### config.mk
export PLATFORM = sky130hd
export DESIGN_NAME = core_arbiter_flat
export DESIGN_NICKNAME = d
export VERILOG_FILES = /design/src/rtl/core_arbiter_if.sv /design/src/rtl/core_arbiter.sv /design/src/flat_wrapper.sv
export SDC_FILE = /design/constraint.sdc
export NUM_CORES = 1
export LEC_CHECK = 0
export ABC_AREA = 1
export CAP_MARGIN = 20
export CORE_AREA = 2 2 123 125
export CTS_CLUSTER_SIZE = 24
export DETAILED_ROUTE_END_ITERATION = 8
export DIE_AREA = 0 0 125 127
export PLACE_DENSITY_LB_ADDON = 0.3
export SYNTH_ARGS = -nofsm -noshare
export SYNTH_HDL_FRONTEND = slang
export SYNTH_SLANG_ARGS = --single-unit
### constraint.sdc
create_clock -name aclk -period 3 [get_ports aclk]
set_input_delay 0.6 -clock aclk [delete_from_list [all_inputs] [get_ports aclk]]
set_output_delay 0.6 -clock aclk [all_outputs]
set_load 0.01 [all_outputs]
### src/rtl/core_arbiter_if.sv
// Core memory port bundle: req/gnt address handshake with in-order rvalid responses.
interface core_if;
   logic        req;
   logic        we;
   logic [3:0]  be;
   logic [31:0] addr;
   logic [31:0] wdata;
   logic        gnt;
   logic        rvalid;
   logic [31:0] rdata;
   logic        err;

   modport master (output req, we, be, addr, wdata, input gnt, rvalid, rdata, err);
   modport slave  (input req, we, be, addr, wdata, output gnt, rvalid, rdata, err);
endinterface

### src/rtl/core_arbiter.sv
// Round-robin 2:1 arbiter onto one core memory port; an owner FIFO routes
// each in-order response back to the requester that issued it.
module core_arbiter #(
   parameter int unsigned DEPTH = 2
) (
   input  logic   aclk,
   input  logic   areset,
   core_if.slave  m0,
   core_if.slave  m1,
   core_if.master s,
   output logic   protocol_err
);
   localparam int unsigned CW = $clog2(DEPTH + 1);
   localparam int unsigned PW = (DEPTH > 1) ? $clog2(DEPTH) : 1;
   localparam logic [CW-1:0] FULL_CNT = CW'(DEPTH);
   localparam logic [PW-1:0] LAST_PTR = PW'(DEPTH - 1);

   logic             rr_last;
   logic             locked;
   logic             lock_id;
   logic [DEPTH-1:0] owner_q;
   logic [PW-1:0]    wr_ptr;
   logic [PW-1:0]    rd_ptr;
   logic [CW-1:0]    count;
   logic             lock_hold;
   logic             winner;
   logic             winner_req;
   logic             full;
   logic             push;
   logic             pop;
   logic             head;

   // A lock only holds while its owner still requests; a dropped req frees the port.
   always_comb begin
      lock_hold = locked && (lock_id ? m1.req : m0.req);
      winner    = 1'b0;
      if (lock_hold)
         winner = lock_id;
      else if (m0.req && m1.req)
         winner = ~rr_last;
      else if (m1.req)
         winner = 1'b1;
   end

   assign winner_req = winner ? m1.req : m0.req;
   assign full       = (count == FULL_CNT);

   assign s.req   = winner_req && !full && !areset;
   assign s.we    = winner ? m1.we    : m0.we;
   assign s.be    = winner ? m1.be    : m0.be;
   assign s.addr  = winner ? m1.addr  : m0.addr;
   assign s.wdata = winner ? m1.wdata : m0.wdata;

   assign m0.gnt = s.gnt && s.req && !winner;
   assign m1.gnt = s.gnt && s.req && winner;

   assign push = s.req && s.gnt;
   assign pop  = s.rvalid && (count != '0);
   assign head = owner_q[rd_ptr];

   assign m0.rvalid = pop && !head;
   assign m1.rvalid = pop && head;
   assign m0.rdata  = s.rdata;
   assign m1.rdata  = s.rdata;
   assign m0.err    = s.err;
   assign m1.err    = s.err;

   always_ff @(posedge aclk or posedge areset) begin
      if (areset) begin
         rr_last      <= 1'b1;
         locked       <= 1'b0;
         lock_id      <= 1'b0;
         owner_q      <= '0;
         wr_ptr       <= '0;
         rd_ptr       <= '0;
         count        <= '0;
         protocol_err <= 1'b0;
      end else begin
         if (push) begin
            owner_q[wr_ptr] <= winner;
            wr_ptr          <= (wr_ptr == LAST_PTR) ? '0 : wr_ptr + 1'b1;
            rr_last         <= winner;
         end
         if (pop)
            rd_ptr <= (rd_ptr == LAST_PTR) ? '0 : rd_ptr + 1'b1;
         // While full the request is masked, so the lock state must not be touched.
         if (!full) begin
            locked <= s.req && !s.gnt;
            if (s.req && !s.gnt)
               lock_id <= winner;
         end
         case ({push, pop})
            2'b10:   count <= count + 1'b1;
            2'b01:   count <= count - 1'b1;
            default: count <= count;
         endcase
         if (s.rvalid && (count == '0))
            protocol_err <= 1'b1;
      end
   end
endmodule
### src/flat_wrapper.sv
// flat-port wrapper written by rule: the top's interface ports become plain ports
module core_arbiter_flat 
#(
   parameter int unsigned DEPTH = 2
)
  (aclk, areset, protocol_err, m0_req, m0_we, m0_be, m0_addr, m0_wdata, m0_gnt, m0_rvalid, m0_rdata, m0_err, m1_req, m1_we, m1_be, m1_addr, m1_wdata, m1_gnt, m1_rvalid, m1_rdata, m1_err, s_req, s_we, s_be, s_addr, s_wdata, s_gnt, s_rvalid, s_rdata, s_err);
  core_if m0_i ();
  core_if m1_i ();
  core_if s_i ();
  input  logic aclk;
  input  logic areset;
  output logic protocol_err;
  input wire logic [$bits(m0_i.req)-1:0] m0_req;
  input wire logic [$bits(m0_i.we)-1:0] m0_we;
  input wire logic [$bits(m0_i.be)-1:0] m0_be;
  input wire logic [$bits(m0_i.addr)-1:0] m0_addr;
  input wire logic [$bits(m0_i.wdata)-1:0] m0_wdata;
  output wire logic [$bits(m0_i.gnt)-1:0] m0_gnt;
  output wire logic [$bits(m0_i.rvalid)-1:0] m0_rvalid;
  output wire logic [$bits(m0_i.rdata)-1:0] m0_rdata;
  output wire logic [$bits(m0_i.err)-1:0] m0_err;
  input wire logic [$bits(m1_i.req)-1:0] m1_req;
  input wire logic [$bits(m1_i.we)-1:0] m1_we;
  input wire logic [$bits(m1_i.be)-1:0] m1_be;
  input wire logic [$bits(m1_i.addr)-1:0] m1_addr;
  input wire logic [$bits(m1_i.wdata)-1:0] m1_wdata;
  output wire logic [$bits(m1_i.gnt)-1:0] m1_gnt;
  output wire logic [$bits(m1_i.rvalid)-1:0] m1_rvalid;
  output wire logic [$bits(m1_i.rdata)-1:0] m1_rdata;
  output wire logic [$bits(m1_i.err)-1:0] m1_err;
  output wire logic [$bits(s_i.req)-1:0] s_req;
  output wire logic [$bits(s_i.we)-1:0] s_we;
  output wire logic [$bits(s_i.be)-1:0] s_be;
  output wire logic [$bits(s_i.addr)-1:0] s_addr;
  output wire logic [$bits(s_i.wdata)-1:0] s_wdata;
  input wire logic [$bits(s_i.gnt)-1:0] s_gnt;
  input wire logic [$bits(s_i.rvalid)-1:0] s_rvalid;
  input wire logic [$bits(s_i.rdata)-1:0] s_rdata;
  input wire logic [$bits(s_i.err)-1:0] s_err;
  assign m0_i.req = m0_req;
  assign m0_i.we = m0_we;
  assign m0_i.be = m0_be;
  assign m0_i.addr = m0_addr;
  assign m0_i.wdata = m0_wdata;
  assign m0_gnt = m0_i.gnt;
  assign m0_rvalid = m0_i.rvalid;
  assign m0_rdata = m0_i.rdata;
  assign m0_err = m0_i.err;
  assign m1_i.req = m1_req;
  assign m1_i.we = m1_we;
  assign m1_i.be = m1_be;
  assign m1_i.addr = m1_addr;
  assign m1_i.wdata = m1_wdata;
  assign m1_gnt = m1_i.gnt;
  assign m1_rvalid = m1_i.rvalid;
  assign m1_rdata = m1_i.rdata;
  assign m1_err = m1_i.err;
  assign s_req = s_i.req;
  assign s_we = s_i.we;
  assign s_be = s_i.be;
  assign s_addr = s_i.addr;
  assign s_wdata = s_i.wdata;
  assign s_i.gnt = s_gnt;
  assign s_i.rvalid = s_rvalid;
  assign s_i.rdata = s_rdata;
  assign s_i.err = s_err;
  core_arbiter #(.DEPTH(DEPTH)) u_core (.aclk(aclk), .areset(areset), .m0(m0_i), .m1(m1_i), .s(s_i), .protocol_err(protocol_err));
endmodule
==> summary.md <==
| Metric | Value |
|---|---|
| Chip height | `around 130 um` |
| Detailed Routing Iterations Pass 1 | `4` |
| Final setup viols | `0` |
| Type of the setup path with the least slack | `in2out` |
| Most Frequent Cell on Critical Path | `sky130_fd_sc_hd__clkdlybuf4s50_1` |
| Critical path's top delay family | `buffers and inverters` |
| Area post-placement | `0.003841 mm2` |
| Highest achievable clock rate | `347.5 MHz` |
| Type of element capturing the critical path | `output pin` |
| Final routed wirelength across all metal layers | `around 8700 um` |
| Switching part of the total | `between 30% and 40%` |
| Total congestion overflow | `0` |
| Via total after detailed routing | `approximately 2,500` |
| Clock power share | `13.6%` |
| Highest cell delay on the worst timing path | `0.56 ns` |
| Relative slew margins | `between 60% and 70%` |
| Largest net degree at the start of global routing | `40` |
| All-Layer GR Usage | `under 10%` |
| Max IR drop VDD | `around 0.29 mV` |
| Clock tree skew after final layout | `between 0.006 and 0.007 ns` |
| Max stage delay cell, worst path | `sky130_fd_sc_hd__clkdlybuf4s50_1` |
| Count of different cell masters after synthesis | `20` |
| Summed instance area of the synthesized netlist | `between 0.0015 and 0.002 mm2` |
| Count of nets left with antenna violations after detail routing | `0` |
| Met3 track demand over resource | `under 10%` |
| Switching pwr | `between 0.6 and 0.7 mW` |
| Final net count | `between 600 and 700` |
| Antenna diode instance count | `0` |
| Detailed placer's ending HPWL | `a little over 7000 um` |
| Power per standard cell area | `about 430 mW/mm2` |
| Number of CTS-inserted buffers | `3` |
| Data arrival time of the worst path | `2.28 ns` |
| Boundary Pins | `between 300 and 400` |
| Clock Pin Slew Worst Setup and Hold Paths | `roughly 0.04 ns` |
| Total number of H-tree levels | `1` |
| Average vias per placed instance | `about 3.7` |
| Clock period minus final worst setup slack | `between 2 and 3 ns` |
| Global Route met2 Usage | `between 15 and 20%` |
| Count of clock tree sinks | `10` |
| Number of fill cells | `between 1,500 and 2,000` |
| Hold Fails Final Rpt | `0` |
| Drt wl/cell | `about 13 um` |
| Startpoint kind of the worst setup timing path | `input pin` |
| Mean area per synthesized cell | `5.388 um2` |
| Number of synthesized register bits | `10` |
| Count of warnings emitted by yosys | `0` |
| Part of the cycle the worst path needs | `roughly 96%` |
| Sum of negative setup slack | `0 ns` |
| Vias in the first global route | `approximately 2,500` |
| Actual transition at the worst max-transition pin | `between 0.4 and 0.5 ns` |
| Clock tree from TritonCTS | `built` |
| Post-synth net total | `around 530` |
| Count of max-cap constraint violations | `0` |
| Die Footprint | `0.01588 mm2` |
| Routing layer with the top usage in global route | `met2` |
| Path type of the worst min-delay path | `reg2reg` |
| Static leakage | `1.997 nW` |
| Pins over their slew limit | `0` |
| Global-route wire length before repair | `12,750 um` |
| CP Data Required Time | `around 2.4 ns` |
| Area of all placed cells without fillers | `approximately 0.0040 mm2` |
| Number of rows in the core area | `44` |
| Placeable core region | `0.01442 mm2` |
| CP bufs+invs | `5` |
| Comb pwr share | `between 70 and 80%` |
| Sequential group share of total power | `between 10% and 20%` |
| Gate Count Post-Synth | `about 350` |
| Floorplan die width | `125 um` |
| RD Place Congestion | `~0.80` |
| Initial antenna violation count | `0` |
| Initial standard-cell utilization of the core | `approximately an eighth` |
| Count of hold buffers inserted by post-cts repair | `0` |
| Share of the yosys chip area belonging to registers | `13.22%` |
| Met1 GRT Util | `roughly 11%` |
| Crit path cell chain | `clkdlybuf4s50_1 > buf_4 > o21ai_4 > buf_12 > clkbuf_16 > nor2_1 > clkdlybuf4s50_1` |
| Status | `completed` |
| Fraction of final layout cells with drive strength greater than 1 | `just under 4%` |
| Syn-to-layout area delta | `110.4%` |
| Clock tree root buffer cell | `sky130_fd_sc_hd__clkbuf_16` |
| Iteration-0 DRC count of the detailed router | `roughly 90` |
| Count of buffers inserted at the top-level ports | `218` |
| Clock latency on the worst-skew pair | `0.24 ns` |
| Largest driver fanout on the critical path | `17` |
| Number of buffers on the longest clock path | `2` |
| Internal power | `1.069 mW` |
| RSZ-0062 raised after global routing | `no` |
| Detailed-route DRC error count | `0` |
## state kept, by name, indices dropped and copies added (netlist names)
register / count
u_core.count: 2
u_core.owner_q: 2
u_core.lock_id: 1
u_core.locked: 1
u_core.protocol_err: 1
u_core.rd_ptr: 1
u_core.rr_last: 1
u_core.wr_ptr: 1
## cells in the mapped netlist
library cell              number  area, um2
sky130_fd_sc_hd__buf_4        71      533.0
sky130_fd_sc_hd__a31o_2        1      8.760
sky130_fd_sc_hd__o21ai_2       1      8.760
sky130_fd_sc_hd__xnor2_1       2      17.52
sky130_fd_sc_hd__a21oi_1       1      5.000
sky130_fd_sc_hd__xor2_1        1      8.760
sky130_fd_sc_hd__dfrtp_1       9      225.2
sky130_fd_sc_hd__nand2_1     224      840.8
sky130_fd_sc_hd__nand4_1       2      12.51
sky130_fd_sc_hd__o21ai_1       1      5.000
sky130_fd_sc_hd__o21ai_0       4      20.02
sky130_fd_sc_hd__nand3_1       4      20.02
sky130_fd_sc_hd__buf_2         7      35.03
sky130_fd_sc_hd__nor2_8        1      20.02
sky130_fd_sc_hd__nor2_2        2      12.51
sky130_fd_sc_hd__nor2_1        8      30.03
sky130_fd_sc_hd__ha_1          1      12.51
sky130_fd_sc_hd__dfstp_2       1      26.28
sky130_fd_sc_hd__buf_6         2      22.52
sky130_fd_sc_hd__inv_1        10      37.54
## what timing repair did
action	CTS	global route
endpoints found under the setup margin	1	69
pin swaps	0	0
gates resized for setup	1	15
buffers inserted	0	1
cloned	0	1
## power groups by stage
| stage | Clock, mW | Combinational (mW) | Sequential (mW) |
|---|---|---|---|
| 2_1_floorplan | 0 | 0.637 | 0.233 |
| 3_3_place_gp | 0 | 1.24 | 0.242 |
| 3_5_place_dp | 0 | 1.25 | 0.244 |
| 4_1_cts | 0.243 | 1.26 | 0.242 |
| 5_1_grt | 0.252 | 1.38 | 0.249 |
| 6_report | 0.236 | 1.26 | 0.242 |
## cell type report
| type | count | area [um2] | area share [%] |
|---|---|---|---|
| inverter | 10 | 37.54 | 0.9381 |
| tap | 184 | 230.2 | 5.754 |
| sequential | 10 | 251.5 | 6.285 |
| timing repair buffer | 228 | 2371 | 59.26 |
| multi-input combinational | 253 | 1032 | 25.80 |
| clock buffer | 4 | 78.83 | 1.970 |
## layer usage
layer,routed length (um),part of all wire [%]
met5,0,0
met4,221,2.5
met3,921,11
met2,4137,47
met1,3436,39
## worst register-to-register path: stages, from the launching register on
cell                      delay (ns)
sky130_fd_sc_hd__dfrtp_1        0.40
sky130_fd_sc_hd__inv_1          0.10
sky130_fd_sc_hd__nand2_1        0.13
sky130_fd_sc_hd__nand2_1        0.08
sky130_fd_sc_hd__nor2_2         0.09
sky130_fd_sc_hd__nand2_1        0.11
sky130_fd_sc_hd__buf_4          0.17
sky130_fd_sc_hd__ha_1           0.30
sky130_fd_sc_hd__a21oi_1        0.11
sky130_fd_sc_hd__o21ai_0        0.11
sky130_fd_sc_hd__xor2_1         0.15
## stage by stage
step	std cells	worst slack (ns)	utilization, %	power [mW]	hold WS [ns]
4_1_cts	687	0.007513	27.17	1.741	0.4748
2_1_floorplan	353	0.9276	-	0.8701	0.4438
3_3_place_gp	683	0.02142	26.63	1.478	0.4622
3_5_place_dp	683	0.003469	26.63	1.493	0.4615
5_1_grt	689	0.03752	27.74	1.882	0.5074
6_report	689	0.1224	27.74	1.736	0.4748
## worst paths after layout
| path | start | endpoint | slack, ns | cells after the start |
|---|---|---|---|---|
| hold reg to reg | u_core.owner_q[0] | u_core.owner_q[0] | 0.47 | 2 |
| min in group asynchronous | areset | u_core.wr_ptr | 0.71 | 3 |
| hold / removal | u_core.owner_q[0] | u_core.owner_q[0] | 0.47 | 2 |
| setup reg to reg | u_core.count[0] | u_core.count[1] | 1.10 | 10 |
| setup / recovery | m1_req | m1_gnt | 0.12 | 7 |
| max in group asynchronous | areset | u_core.rr_last | 2.06 | 3 |
## logic make-up after synthesis
logic type	count (synthesis)	synth area share, %
compound gates	8	2.500
xor+xnor	3	1.382
fa+ha+maj	1	0.6578
buf+inv	90	33.03
flops	10	13.22
simple gates	241	49.21
## placed cells by master, fill, tap and decap left out, types with 2 or more instances in the layout
cell and n:
sky130_fd_sc_hd__buf_12 5, sky130_fd_sc_hd__xnor2_1 2, sky130_fd_sc_hd__nand3_1 4, sky130_fd_sc_hd__inv_1 10, sky130_fd_sc_hd__nor2_2 2, sky130_fd_sc_hd__o21ai_0 4
sky130_fd_sc_hd__clkbuf_16 4, sky130_fd_sc_hd__nor2_1 8, sky130_fd_sc_hd__dlymetal6s2s_1 14, sky130_fd_sc_hd__clkdlybuf4s50_1 203, sky130_fd_sc_hd__nand4_1 2, sky130_fd_sc_hd__dfrtp_1 9
sky130_fd_sc_hd__nand2_1 223, sky130_fd_sc_hd__buf_4 4
No activity file was read; power rests on OpenSTA's default activity.
